## src/rtl/message_sequencer_if.sv

```systemverilog
// Handshake bundle between the frame timing/control side and the message sequencer.
// The master drives line count and control, the slave returns renderer controls.
interface message_sequencer_if;
  logic [10:0] vcnt;
  logic        start;
  logic        enable;
  logic [7:0]  display_length;
  logic        str_en;
  logic        cursor_on;
  logic        done;

  modport master (
    output vcnt, start, enable,
    input  display_length, str_en, cursor_on, done
  );

  modport slave (
    input  vcnt, start, enable,
    output display_length, str_en, cursor_on, done
  );
endinterface

```

## src/rtl/message_sequencer.sv

```systemverilog
// Typewriter-style message reveal: one character every CHAR_FRAMES frames, then a
// blinking-cursor hold, then either loop or keep the full message on screen.
module message_sequencer #(
  parameter int LENGTH       = 12,
  parameter int V_VISIBLE    = 480,
  parameter int CHAR_FRAMES  = 15,
  parameter int HOLD_FRAMES  = 180,
  parameter int LOOP         = 1,
  parameter int BLINK_FRAMES = 16
) (
  input  logic                clk,
  input  logic                rst_n,
  message_sequencer_if.slave  bus
);

  typedef enum logic [1:0] {IDLE, TYPE, HOLD, SHOW} state_t;

  localparam logic [10:0] V_LINE     = 11'(V_VISIBLE);
  localparam logic [7:0]  LEN_LAST   = 8'(LENGTH);
  localparam logic [9:0]  CHAR_LAST  = 10'(CHAR_FRAMES - 1);
  localparam logic [9:0]  HOLD_LAST  = 10'(HOLD_FRAMES - 1);
  localparam logic [9:0]  BLINK_LAST = 10'(BLINK_FRAMES - 1);

  state_t      state;
  logic [9:0]  fcnt;
  logic [9:0]  bcnt;
  logic [7:0]  disp_len;
  logic [7:0]  disp_len_inc;
  logic        str_en_r;
  logic        cursor_r;
  logic        done_r;
  logic        vis_now;
  logic        vis_p0;
  logic        frame_tick;
  logic        step;

  // Rising edge of "on the first blanking line": tracked even while paused so
  // re-enabling in the middle of that line does not fabricate a tick.
  assign vis_now      = (bus.vcnt == V_LINE);
  assign frame_tick   = vis_now & ~vis_p0;
  assign step         = frame_tick & bus.enable;
  assign disp_len_inc = disp_len + 8'd1;

  always_ff @(posedge clk or negedge rst_n) begin
    if (!rst_n) begin
      state    <= IDLE;
      fcnt     <= '0;
      bcnt     <= '0;
      disp_len <= '0;
      str_en_r <= 1'b0;
      cursor_r <= 1'b0;
      done_r   <= 1'b0;
      vis_p0   <= 1'b0;
    end else begin
      vis_p0 <= vis_now;
      done_r <= 1'b0;
      if (bus.start) begin
        state    <= TYPE;
        fcnt     <= '0;
        bcnt     <= '0;
        disp_len <= '0;
        str_en_r <= 1'b1;
        cursor_r <= 1'b1;
      end else if (step) begin
        case (state)
          IDLE: begin
          end
          TYPE: begin
            if (fcnt == CHAR_LAST) begin
              fcnt     <= '0;
              disp_len <= disp_len_inc;
              if (disp_len_inc == LEN_LAST) begin
                state    <= HOLD;
                bcnt     <= '0;
                cursor_r <= 1'b1;
              end
            end else begin
              fcnt <= fcnt + 10'd1;
            end
          end
          HOLD: begin
            if (fcnt == HOLD_LAST) begin
              done_r   <= 1'b1;
              fcnt     <= '0;
              bcnt     <= '0;
              cursor_r <= 1'b1;
              if (LOOP != 0) begin
                state    <= TYPE;
                disp_len <= '0;
              end else begin
                state <= SHOW;
              end
            end else begin
              fcnt <= fcnt + 10'd1;
              if (bcnt == BLINK_LAST) begin
                bcnt     <= '0;
                cursor_r <= ~cursor_r;
              end else begin
                bcnt <= bcnt + 10'd1;
              end
            end
          end
          SHOW: begin
            // Only the cursor keeps moving once the message is parked.
            if (bcnt == BLINK_LAST) begin
              bcnt     <= '0;
              cursor_r <= ~cursor_r;
            end else begin
              bcnt <= bcnt + 10'd1;
            end
          end
          default: state <= IDLE;
        endcase
      end
    end
  end

  assign bus.display_length = disp_len;
  assign bus.str_en         = str_en_r;
  assign bus.cursor_on      = cursor_r;
  assign bus.done           = done_r;

endmodule

```

## src/flat_wrapper.sv

```systemverilog
// flat-port wrapper written by rule: the top's interface ports become plain ports
module message_sequencer_flat 
#(
  parameter int LENGTH       = 12,
  parameter int V_VISIBLE    = 480,
  parameter int CHAR_FRAMES  = 15,
  parameter int HOLD_FRAMES  = 180,
  parameter int LOOP         = 1,
  parameter int BLINK_FRAMES = 16
)
  (clk, rst_n, bus_vcnt, bus_start, bus_enable, bus_display_length, bus_str_en, bus_cursor_on, bus_done);
  message_sequencer_if bus_i ();
  input  logic clk;
  input  logic rst_n;
  input wire logic [$bits(bus_i.vcnt)-1:0] bus_vcnt;
  input wire logic [$bits(bus_i.start)-1:0] bus_start;
  input wire logic [$bits(bus_i.enable)-1:0] bus_enable;
  output wire logic [$bits(bus_i.display_length)-1:0] bus_display_length;
  output wire logic [$bits(bus_i.str_en)-1:0] bus_str_en;
  output wire logic [$bits(bus_i.cursor_on)-1:0] bus_cursor_on;
  output wire logic [$bits(bus_i.done)-1:0] bus_done;
  assign bus_i.vcnt = bus_vcnt;
  assign bus_i.start = bus_start;
  assign bus_i.enable = bus_enable;
  assign bus_display_length = bus_i.display_length;
  assign bus_str_en = bus_i.str_en;
  assign bus_cursor_on = bus_i.cursor_on;
  assign bus_done = bus_i.done;
  message_sequencer #(.LENGTH(LENGTH), .V_VISIBLE(V_VISIBLE), .CHAR_FRAMES(CHAR_FRAMES), .HOLD_FRAMES(HOLD_FRAMES), .LOOP(LOOP), .BLINK_FRAMES(BLINK_FRAMES)) u_core (.clk(clk), .rst_n(rst_n), .bus(bus_i));
endmodule
```

## config.mk

```make
export PLATFORM = sky130hd
export DESIGN_NAME = message_sequencer_flat
export DESIGN_NICKNAME = d
export VERILOG_FILES = /design/src/rtl/message_sequencer_if.sv /design/src/rtl/message_sequencer.sv /design/src/flat_wrapper.sv
export SDC_FILE = /design/constraint.sdc
export NUM_CORES = 1
export LEC_CHECK = 0
export ABC_AREA = 0
export BUFFER_PORTS_ARGS = -buffer_cell sky130_fd_sc_hd__buf_2
export CAP_MARGIN = 5
export CORE_ASPECT_RATIO = 2
export CORE_UTILIZATION = 40
export DETAILED_ROUTE_END_ITERATION = 8
export PLACE_DENSITY = 0.59
export SLEW_MARGIN = 20
export SYNTH_ARGS = -nofsm -noshare
export SYNTH_HDL_FRONTEND = slang
export SYNTH_SLANG_ARGS = --single-unit
```

## constraint.sdc

```tcl
create_clock -name clk -period 2.6 [get_ports clk]
set_input_delay 0.52 -clock clk [delete_from_list [all_inputs] [get_ports clk]]
set_output_delay 0.52 -clock clk [all_outputs]
set_load 0.05 [all_outputs]
```

After elaboration in Yosys (flattened, before gate mapping). Index checks and enable logic that the tools add are counted.

Register bits: 34. Latch bits: 0. Memory bits (writable): 0. ROM bits: 0. Bits of input ports: 15. Logic and storage cells: 67. Memories: 0.

$add $sub $neg: 3. Multipliers: 0. Div/mod/pow operators: 0. Order comparisons: 0. Equal/unequal tests: 11. Shifts and indexed selects: 0. Multiplexer cells: 34. Bitwise logic cells: 4. Reduce and logical (&&, ||, !) cells: 7.

Operators by type and width (count): $mux W10 (10); $mux W8 (4); $pmux W10 S3 (1); $add A10 B1 Y10 const B (2); $eq A10 B4 Y1 const B (2); $pmux W10 S2 (1); $pmux W8 S2 (1); $eq A11 B9 Y1 const B (1); $eq A10 B8 Y1 const B (1); $mux W1 (10); $mux W2 (5); $ne A3 B2 Y1 const B (3); $add A8 B1 Y8 const B (1); $eq A8 B4 Y1 const B (1); $reduce_and A4 Y1 (2); $reduce_and A5 Y1 (1); $eq A2 B2 Y1 const B (2); $pmux W2 S2 (1); $reduce_bool A4 Y1 (1); $pmux W1 S3 (1); $reduce_bool A3 Y1 (1); $and A1 B1 Y1 (2); $eq A2 B1 Y1 const B (1); $not A1 Y1 (2); 2 further kinds (2).

Logic depth before layout (Yosys ltp). Gate-level depths: netlist (run 1).

Word-level depth: 7. Mapped depth: 8.

Worst setup path before layout (run 1). Ideal clock, no wire load.

Kind: reg2reg. Start point: register u_core.disp_len[0] (netlist: u_core.bus.display_length[0]). End point: register u_core.bcnt[3]. Arrival: 2438 ps. Required time: 2478 ps. Setup slack: 40 ps. Cell stages (with the launch flop): 9. Clock period less this slack: 2560 ps. Cells stage by stage: dfrtp_1 ha_1 a21oi_1 o211a_1 o311ai_0 o41ai_2 and2_1 buf_2 a32o_1.

Cells in the longest elaborated chain, start to end: 4.

Ends and longest elaborated chain: start: declaration (line message_sequencer.sv:27) `logic [7:0] disp_len;`; start signal: assignment (line message_sequencer.sv:71) `disp_len <= disp_len_inc;`; $add A8 B1 Y8 (line message_sequencer.sv:42) `assign disp_len_inc = disp_len + 8'd1;`; $eq A8 B4 Y1 (line message_sequencer.sv:72) `if (disp_len_inc == LEN_LAST) begin`; $ne A3 B2 Y1 (no source line); $reduce_and A4 Y1 (no source line); end signal: assignment (line message_sequencer.sv:99) `bcnt <= bcnt + 10'd1;`; end signal: assignment (line message_sequencer.sv:109) `bcnt <= bcnt + 10'd1;`; end: declaration (line message_sequencer.sv:26) `logic [9:0] bcnt;`.

No other way between the ends. A chain may end at the register's enable or synchronous reset.

Final worst setup path (run 1).
Start point: register u_core.fcnt[6]. End point: register u_core.bcnt[9].

Cells in the longest elaborated chain, start to end: 5. Elaborated cells between the ends (all ways): 8. Those cells by class: eq/ne: 3; mux: 4; reduce/logical: 1.

Ends and longest elaborated chain: start: declaration (line message_sequencer.sv:25) `logic [9:0] fcnt;`; start signal: assignment (line message_sequencer.sv:78) `fcnt <= fcnt + 10'd1;`; start signal: assignment (line message_sequencer.sv:94) `fcnt <= fcnt + 10'd1;`; $eq A10 B8 Y1 (line message_sequencer.sv:82) `if (fcnt == HOLD_LAST) begin`; $mux W10 (line message_sequencer.sv:82); $pmux W10 S3 (line message_sequencer.sv:65) `case (state)`; $mux W10 (line message_sequencer.sv:64) `end else if (step) begin`; $mux W10 (line message_sequencer.sv:57) `if (bus.start) begin`.

Several ways; a longest one is shown, not always the timed one. The select of a mux whose other input is x is not followed.

==> Flow_metrics.wiki, run 1 <==
{| class="wikitable"
! Metric !! Value
|-
| Run status || finished clean
|-
| Initial core utilization || 0.417
|-
| Top cell types by occurrence after synthesis || dfrtp_1 (34), nand2_1 (23), nor2_1 (18)
|-
| Count of fill cells added during filler insertion || 502
|-
| Endpoints failing hold || 0
|-
| Worst slew pin tran || 0.795 ns
|-
| Arrival time at the worst endpoint || 2.51 ns
|-
| Overall power after layout || 1.03 mW
|-
| Hold buffers post-CTS || 0
|-
| Worst-path clk slew || 0.08 ns
|-
| Worst clock skew || 0.00900 ns
|-
| WP data required || 2.75 ns
|-
| Fraction of layout instances using a drive strength above 1 || 0.206
|-
| Area share of the largest cell type after synthesis || 0.416
|-
| 1st-pass router iterations || 4
|-
| Cell type contributing the most total cell area after synthesis || dfrtp_1
|-
| Die X || 52.6 um
|-
| Worst min-delay path class || in -> async
|-
| Internal reg-to-reg setup slack || 0.24 ns
|-
| CTS resizes || 0
|-
| Dpl cells || 316
|-
| Count of vias placed by the detailed router || 1850
|-
| Estimated wirelength of the detail-placed design || 3.79 mm
|-
| Number of H-tree levels || 2
|-
| Max rail drop VDD || 0.354 mV
|-
| Area of the placeable core || 4910 sq um
|-
| Number of buffers inserted during clock tree synthesis || 5
|-
| TritonCTS clock tree || done
|-
| Number of cells on the worst reg-to-reg path || 5
|-
| Seq/Total Area, Yosys || 0.416
|-
| Number of warnings reported in the yosys synthesis log || 0
|-
| Endpoint of the lowest-slack register-to-register path || u_core.bcnt[9]
|-
| Max-slew headroom || 0.470
|-
| Aggregate global routing overflow || 0
|-
| Cell area power density || 429 nW/um^2
|-
| Netlist cell types || 48
|-
| Buffer count from post-CTS setup fixing || 0
|-
| Startpoint of the worst register-to-register path || u_core.fcnt[6]
|-
| Overall die area || 5420 sq um
|-
| Post-Place Setup Slack || 0.0723 ns
|-
| Number of storage elements in the synthesis netlist || 34
|-
| Static leakage power || 1.04 nW
|-
| Number of clock sinks || 34
|-
| Post-Route WL || 5.08 mm
|-
| Proportion of register bits with asynchronous set or reset after synthesis || 1.00
|-
| Root buffer cell || clkbuf_8
|-
| Port Buffers || 25
|-
| Max-capacitance violation count || 0
|-
| Cell count after synthesis || 229
|-
| Syn-to-layout area delta || 17.3%
|-
| Cell Count, Final, Fillers Out || 324
|-
| Maximum clock frequency || 424 MHz
|-
| Min Tclk post-route || 2.36 ns
|-
| RD Place Congestion || 0.838
|-
| Number of DRC markers in iteration 0 || 52
|-
| Most used flip-flop cell after synthesis || dfrtp_1
|-
| RSZ-0062 raised after global routing || no
|-
| Antenna violation net count after detailed routing || 0
|-
| Cell Area, Synth || 2050 sq um
|-
| Clock insertion delay at the later pin of the skew report || 0.29 ns
|-
| Drt via density || 5.71
|-
| Max-slew violation count || 0
|-
| First-pass GRT wire length || 8.62 mm
|-
| Maximum clock insertion buffer count || 2
|-
| Nets in the synthesized netlist || 249
|-
| Synthesized area divided by synthesized cell count || 8.93 sq um
|-
| Post-route DRC violation count || 0
|-
| Detailed-route wire length per cell || 15.7 um
|-
| Crit Path Category || reg -> reg
|-
| Synth top area cells || dfrtp_1 (42%), nand2_1 (4.2%), nand3_1 (3.4%)
|-
| Share of the clock period used by the worst path || 0.908
|-
| Number of failing setup endpoints in the final timing report || 0
|-
| Vertical die dimension || 103 um
|-
| Number of synthesized flops with an enable pin || 0
|-
| Antenna diode count || 0
|-
| Number of cell rows || 36
|-
| Launching element type of the critical path || flop
|-
| # nets final || 286
|-
| Worst Setup Slack, final || 0.240 ns
|-
| WHS || 0.310 ns
|-
| Most common cell in the netlist || dfrtp_1
|-
| Crit-path max FO || 10
|-
| Global routing usage summed across all routing layers || 0.219
|-
| Total negative slack for setup checks || 0 ns
|-
| Type of element capturing the critical path || flop
|-
| Vias in the first global route || 1799
|-
| Maximum number of pins on one net before global-route repair || 35
|-
| Antenna violations before repair || 0
|-
| Io pins || 26
|}
==> report_power, final <==
group          internal, mW  switching (mW)  total, mW
clock                 0.213           0.201      0.414
sequential            0.533          0.0101      0.544
combinational        0.0239          0.0490     0.0729
total                 0.770           0.260       1.03
==> layer usage <==
metal	vias up	routed length, um	GRT usage	part of all wire
met5	-	0	0	0
li1	908	-	-	-
met3	8	105	0.0324	0.021
met4	0	116	0.103	0.023
met1	901	1870	0.223	0.37
met2	33	2990	0.415	0.59
==> cell usage in the layout, fill, tap and decap left out, types with 2 or more instances in the layout <==
cell type,n
nand4_1,7
or2_2,2
and2_1,6
a21oi_1,9
nand3_1,14
a21o_1,2
o21ai_0,9
nor3_1,8
nand2b_1,7
xnor2_1,3
a31oi_1,8
nor2b_1,3
nand3b_1,2
nor3b_1,3
mux2i_1,3
nand4bb_1,2
o31ai_1,3
xor2_1,6
inv_1,7
o211ai_1,4
nor4_1,3
a41oi_1,4
nand2_1,23
or3_1,3
and3_1,6
buf_2,25
nor2_1,18
buf_4,13
ha_1,5
clkbuf_8,6
dfrtp_1,34
==> critical path: stages (launching register included) <==
cell and delay [ns]:
dfrtp_1 0.44, or3_1 0.48, nand4b_1 0.29, o41ai_2 0.42, and2_1 0.42, a31oi_1 0.16
==> state kept, by name, indices dropped and copies added (netlist names) <==
signal,count
u_core.fcnt,10
u_core.bus.display_length,8
u_core.bus.done,1
u_core.bcnt,10
u_core.bus.cursor_on,1
u_core.state,2
u_core.bus.str_en,1
u_core.vis_p0,1
==> logic make-up after synthesis <==
kind of cell    after synthesis  synth area share
flops                        34             0.416
mux                           4            0.0202
xor+xnor                      9            0.0385
buf+inv                      16            0.0318
fa+ha+maj                     5            0.0306
simple gates                111             0.295
compound gates               50             0.168
==> through the flow <==
stage / util / cell area, sq um
2_1_floorplan: - / 2050
3_3_place_gp: 0.469 / 2300
3_5_place_dp: 0.469 / 2300
4_1_cts: 0.489 / 2400
5_1_grt: 0.489 / 2400
6_report: 0.489 / 2400
==> cell type report <==
type | instances | area [sq um] | area share
multi-input cells | 179 | 1130 | 0.471
flip-flops and latches | 34 | 851 | 0.355
repair buffers | 38 | 223 | 0.0928
clock buffers | 6 | 82.6 | 0.0344
well taps | 57 | 71.3 | 0.0297
inverters | 8 | 30.0 | 0.0125
clock inverters | 2 | 12.5 | 0.00521
==> how the worst max path moves through the flow <==
stage	startpoint	to	slack (ns)	cells after the start
3_5_place_dp	bus_vcnt[1]	u_core.bcnt[9]	0.07	8
5_1_grt	u_core.fcnt[6]	u_core.bcnt[9]	0.08	5
4_1_cts	u_core.fcnt[6]	u_core.bcnt[1]	0.22	5
6_report	u_core.fcnt[6]	u_core.bcnt[9]	0.24	5
3_3_place_gp	bus_vcnt[1]	u_core.bcnt[8]	0.15	8
2_1_floorplan	u_core.bus.display_length[0]	u_core.bcnt[3]	0.04	8
Power figures use the tool's default switching activity.
==> run 2: changes to the inputs <==
--- a/config.mk
+++ b/config.mk
@@ -5,13 +5,13 @@
 export SDC_FILE = /design/constraint.sdc
 export NUM_CORES = 1
 export LEC_CHECK = 0
-export ABC_AREA = 0
+export ABC_AREA = 1
 export BUFFER_PORTS_ARGS = -buffer_cell sky130_fd_sc_hd__buf_2
 export CAP_MARGIN = 5
 export CORE_ASPECT_RATIO = 2
 export CORE_UTILIZATION = 40
 export DETAILED_ROUTE_END_ITERATION = 8
-export PLACE_DENSITY = 0.59
+export PLACE_DENSITY = 0.58
 export SLEW_MARGIN = 20
 export SYNTH_ARGS = -nofsm -noshare
 export SYNTH_HDL_FRONTEND = slang
==> run 2 against run 1 <==
Critical path depth is 4 higher. Largest cell class unchanged. Largest power group unchanged. Core utilization decreased by 2.4 points. Register-to-register slack better by 0.39 ns. Critical endpoint is now u_core.bus.display_length[0]. Flip-flop and latch count did not move.
==> Flow_metrics.wiki, run 2 <==
{| class="wikitable"
! Metric !! Value
|-
| Run status || finished clean (unchanged)
|-
| Detailed-route wire length per cell || 14.4 um (was 15.7 um)
|-
| Number of buffers inserted during clock tree synthesis || 5 (unchanged)
|-
| Comb power frac || 0.352 (was 0.071)
|-
| Max-capacitance violation count || 0 (unchanged)
|-
| Arrival time at the worst endpoint || 2.18 ns (was 2.51 ns)
|-
| Initial core utilization || 0.419 (was 0.417)
|-
| Maximum clock frequency || 506 MHz (was 424 MHz)
|-
| Count of vias placed by the detailed router || 2190 (was 1850)
|-
| Cell type contributing the most total cell area after synthesis || dfrtp_1 (unchanged)
|-
| Synth top area cells || dfrtp_1 (37%), nand2_1 (14%), nand3_1 (6.7%) (was dfrtp_1 (42%), nand2_1 (4.2%), nand3_1 (3.4%))
|-
| Ordered list of cells on the worst path || ha_1 > inv_1 > nor3_1 > nand3_2 > nand2_2 > o21ai_4 > nor2_8 > nand2_4 > o21ai_1 (was or3_1 > nand4b_1 > o41ai_2 > and2_1 > a31oi_1)
|-
| Root buffer cell || clkbuf_8 (unchanged)
|-
| Max rail drop VDD || 0.385 mV (was 0.354 mV)
|-
| CP bufs+invs || 1 (was 0)
|-
| Seq/Total Area, Yosys || 0.368 (was 0.416)
|-
| Top cell types by occurrence after synthesis || nand2_1 (87), dfrtp_1 (34), nor2_1 (33) (was dfrtp_1 (34), nand2_1 (23), nor2_1 (18))
|-
| Critical Path Max Stage Delay || 0.44 ns (was 0.48 ns)
|-
| Drt via density || 5.37 (was 5.71)
|-
| Number of storage elements in the synthesis netlist || 34 (unchanged)
|-
| Most common cell in the netlist || nand2_1 (was dfrtp_1)
|-
| Count of fill cells added during filler insertion || 592 (was 502)
|-
| Post-route cell area || 2560 sq um (was 2400 sq um)
|-
| Worst slew pin tran || 0.795 ns (about the same)
|-
| Internal power contribution || 0.966 mW (was 0.770 mW)
|-
| Number of H-tree levels || 2 (unchanged)
|-
| Startpoint of the worst register-to-register path || u_core.fcnt[0] (was u_core.fcnt[6])
|-
| Psw || 0.747 mW (was 0.260 mW)
|-
| Maximum number of pins on one net before global-route repair || 35 (unchanged)
|-
| Clock power share || 0.230 (was 0.402)
|-
| Highest-count cells in the layout ignoring fill and taps || nand2_1 (87), dfrtp_1 (34), nor2_1 (33) (was dfrtp_1 (34), buf_2 (25), nand2_1 (23))
|-
| Share of the clock period used by the worst path || 0.759 (was 0.908)
|-
| RSZ-0062 raised after global routing || no (unchanged)
|-
| TritonCTS clock tree || done (unchanged)
|-
| Min Tclk post-route || 1.97 ns (was 2.36 ns)
|-
| Static leakage power || 1.23 nW (was 1.04 nW)
|-
| Post-Route WL || 5.87 mm (was 5.08 mm)
|-
| Antenna violation net count after detailed routing || 0 (unchanged)
|-
| Overall die area || 6100 sq um (was 5420 sq um)
|-
| Launching element of the worst setup path || u_core.fcnt[0] (was u_core.fcnt[6])
|-
| Max-slew violation count || 0 (unchanged)
|-
| Fraction of layout instances using a drive strength above 1 || 0.172 (was 0.206)
|-
| Placement-stage cell area || 2480 sq um (was 2300 sq um)
|-
| Most used flip-flop cell after synthesis || dfrtp_1 (unchanged)
|-
| Worst-path clk slew || 0.07 ns (was 0.08 ns)
|-
| Number of failing setup endpoints in the final timing report || 0 (unchanged)
|-
| Io pins || 26 (unchanged)
|-
| Cell area power density || 669 nW/um^2 (was 429 nW/um^2)
|-
| Number of DRC markers in iteration 0 || 63 (was 52)
|-
| RD Place Congestion || 0.939 (was 0.838)
|-
| Slowest cell on crit path || dfrtp_1 (was or3_1)
|-
| Buffer count from post-CTS setup fixing || 0 (unchanged)
|-
| Antenna diode count || 0 (unchanged)
|-
| WP data required || 2.81 ns (was 2.75 ns)
|-
| Syn-to-layout area delta || 10.8% (was 17.3%)
|-
| Sequential share of power || 0.417 (was 0.528)
|-
| Cell count after synthesis || 322 (was 229)
|-
| Netlist cell types || 38 (was 48)
|-
| Max-slew headroom || 0.470 (about the same)
|-
| 1st-pass router iterations || 4 (unchanged)
|-
| Endpoints failing hold || 0 (unchanged)
|-
| Synthesized area divided by synthesized cell count || 7.18 sq um (was 8.93 sq um)
|-
| Number of synthesized flops with an enable pin || 0 (unchanged)
|-
| Type of element capturing the critical path || flop (unchanged)
|-
| Antenna violations before repair || 0 (unchanged)
|-
| Area used by multi-input combinational logic || 1280 sq um (was 1130 sq um)
|-
| First-pass GRT wire length || 9.88 mm (was 8.62 mm)
|-
| Area of the placeable core || 5520 sq um (was 4910 sq um)
|-
| Area share of the largest cell type after synthesis || 0.368 (was 0.416)
|-
| CTS resizes || 0 (unchanged)
|-
| Cell Area, Synth || 2310 sq um (was 2050 sq um)
|-
| Clock insertion delay at the later pin of the skew report || 0.29 ns (about the same)
|-
| # nets final || 369 (was 286)
|-
| Maximum clock insertion buffer count || 2 (unchanged)
|-
| Worst min-delay path class || in -> async (unchanged)
|-
| Most frequent standard cell in the layout excluding fill and tap cells || nand2_1 (was dfrtp_1)
|-
| Vertical die dimension || 109 um (was 103 um)
|-
| Sw Ratio || 0.436 (was 0.252)
|-
| Estimated wirelength of the detail-placed design || 4.59 mm (was 3.79 mm)
|-
| CP delay by family, top || simple AND/OR/NAND/NOR gates (unchanged)
|-
| Post-route DRC violation count || 0 (unchanged)
|-
| Sequential Area || 851 sq um (unchanged)
|-
| Port Buffers || 25 (unchanged)
|-
| Nets in the synthesized netlist || 342 (was 249)
|-
| Die X || 55.7 um (was 52.6 um)
|-
| Number of cell rows || 38 (was 36)
|-
| Worst clock skew || 0.00677 ns (was 0.00900 ns)
|-
| Crit-path max FO || 10 (unchanged)
|-
| Proportion of register bits with asynchronous set or reset after synthesis || 1.00 (unchanged)
|-
| Crit Path Category || reg -> reg (unchanged)
|-
| Launching element type of the critical path || flop (unchanged)
|-
| Aggregate global routing overflow || 0 (unchanged)
|-
| Global routing usage summed across all routing layers || 0.208 (was 0.219)
|-
| Total negative slack for setup checks || 0 ns (unchanged)
|-
| Number of clock sinks || 34 (unchanged)
|-
| Vias in the first global route || 2204 (was 1799)
|-
| Number of warnings reported in the yosys synthesis log || 0 (unchanged)
|-
| Hold buffers post-CTS || 0 (unchanged)
|}
## run 2: path summary, 6_finish.rpt
check | endpoint | slack, ns | cells after the start
max | u_core.bus.display_length[0] | 0.63 | 9
min | u_core.bus.display_length[6] | 0.32 | 1
max reg2reg | u_core.bus.display_length[0] | 0.63 | 9
min reg2reg | u_core.bus.str_en | 0.48 | 1
max in group asynchronous | u_core.fcnt[2] | 1.78 | 1
min in group clk | u_core.bus.str_en | 0.48 | 1
## run 2: area by class of cell
type,count,share of cell area
repair buffers,25,0.0489
clock buffers,6,0.0322
multi-input cells,244,0.500
flip-flops and latches,34,0.332
well taps,60,0.0293
inverters,39,0.0576
## run 2: power groups by stage
stage	Combinational [mW]	Sequential [mW]	Clock (mW)
global route	0.672	0.731	0.422
finish	0.603	0.714	0.395
CTS	0.610	0.713	0.405
floorplan	0.394	0.781	0
detailed placement	0.608	0.723	0
global placement	0.601	0.719	0
## run 2: logic make-up (layout without fill, tap and decap cells)
group,after synthesis,count (layout),share of synthesized area
adders and majority gates,5,5,0.0271
AOI/OAI and AO/OA,42,42,0.111
buffers and inverters,44,70,0.0780
DFF,34,34,0.368
and+or+nand+nor,192,192,0.397
xor gates and xnor gates,5,5,0.0189
## run 2: worst register-to-register path, stage by stage (launching register included)
cell and delay [ns]:
dfrtp_1 0.44, ha_1 0.27, inv_1 0.09, nor3_1 0.18
nand3_2 0.24, nand2_2 0.15, o21ai_4 0.12, nor2_8 0.21
nand2_4 0.08, o21ai_1 0.13
## run 2: layer usage
| metal | part of all wire | global-route usage | up-vias |
|---|---|---|---|
| met5 | 0 | 0 | - |
| met2 | 0.57 | 0.421 | 52 |
| met4 | 0.037 | 0.113 | 0 |
| li1 | - | - | 1111 |
| met3 | 0.028 | 0.0247 | 16 |
| met1 | 0.36 | 0.197 | 1011 |
## run 2: metrics by stage
stage          utilization  hold slack [ns]  setup WS (ns)  std cells  total power [mW]
2_1_floorplan            -            0.224          0.529        322              1.18
6_report             0.464            0.317          0.625        408              1.71
3_3_place_gp         0.449            0.448          0.523        402              1.32
4_1_cts              0.464            0.353          0.647        408              1.73
3_5_place_dp         0.449            0.461          0.536        402              1.33
5_1_grt              0.464            0.382          0.400        408              1.82
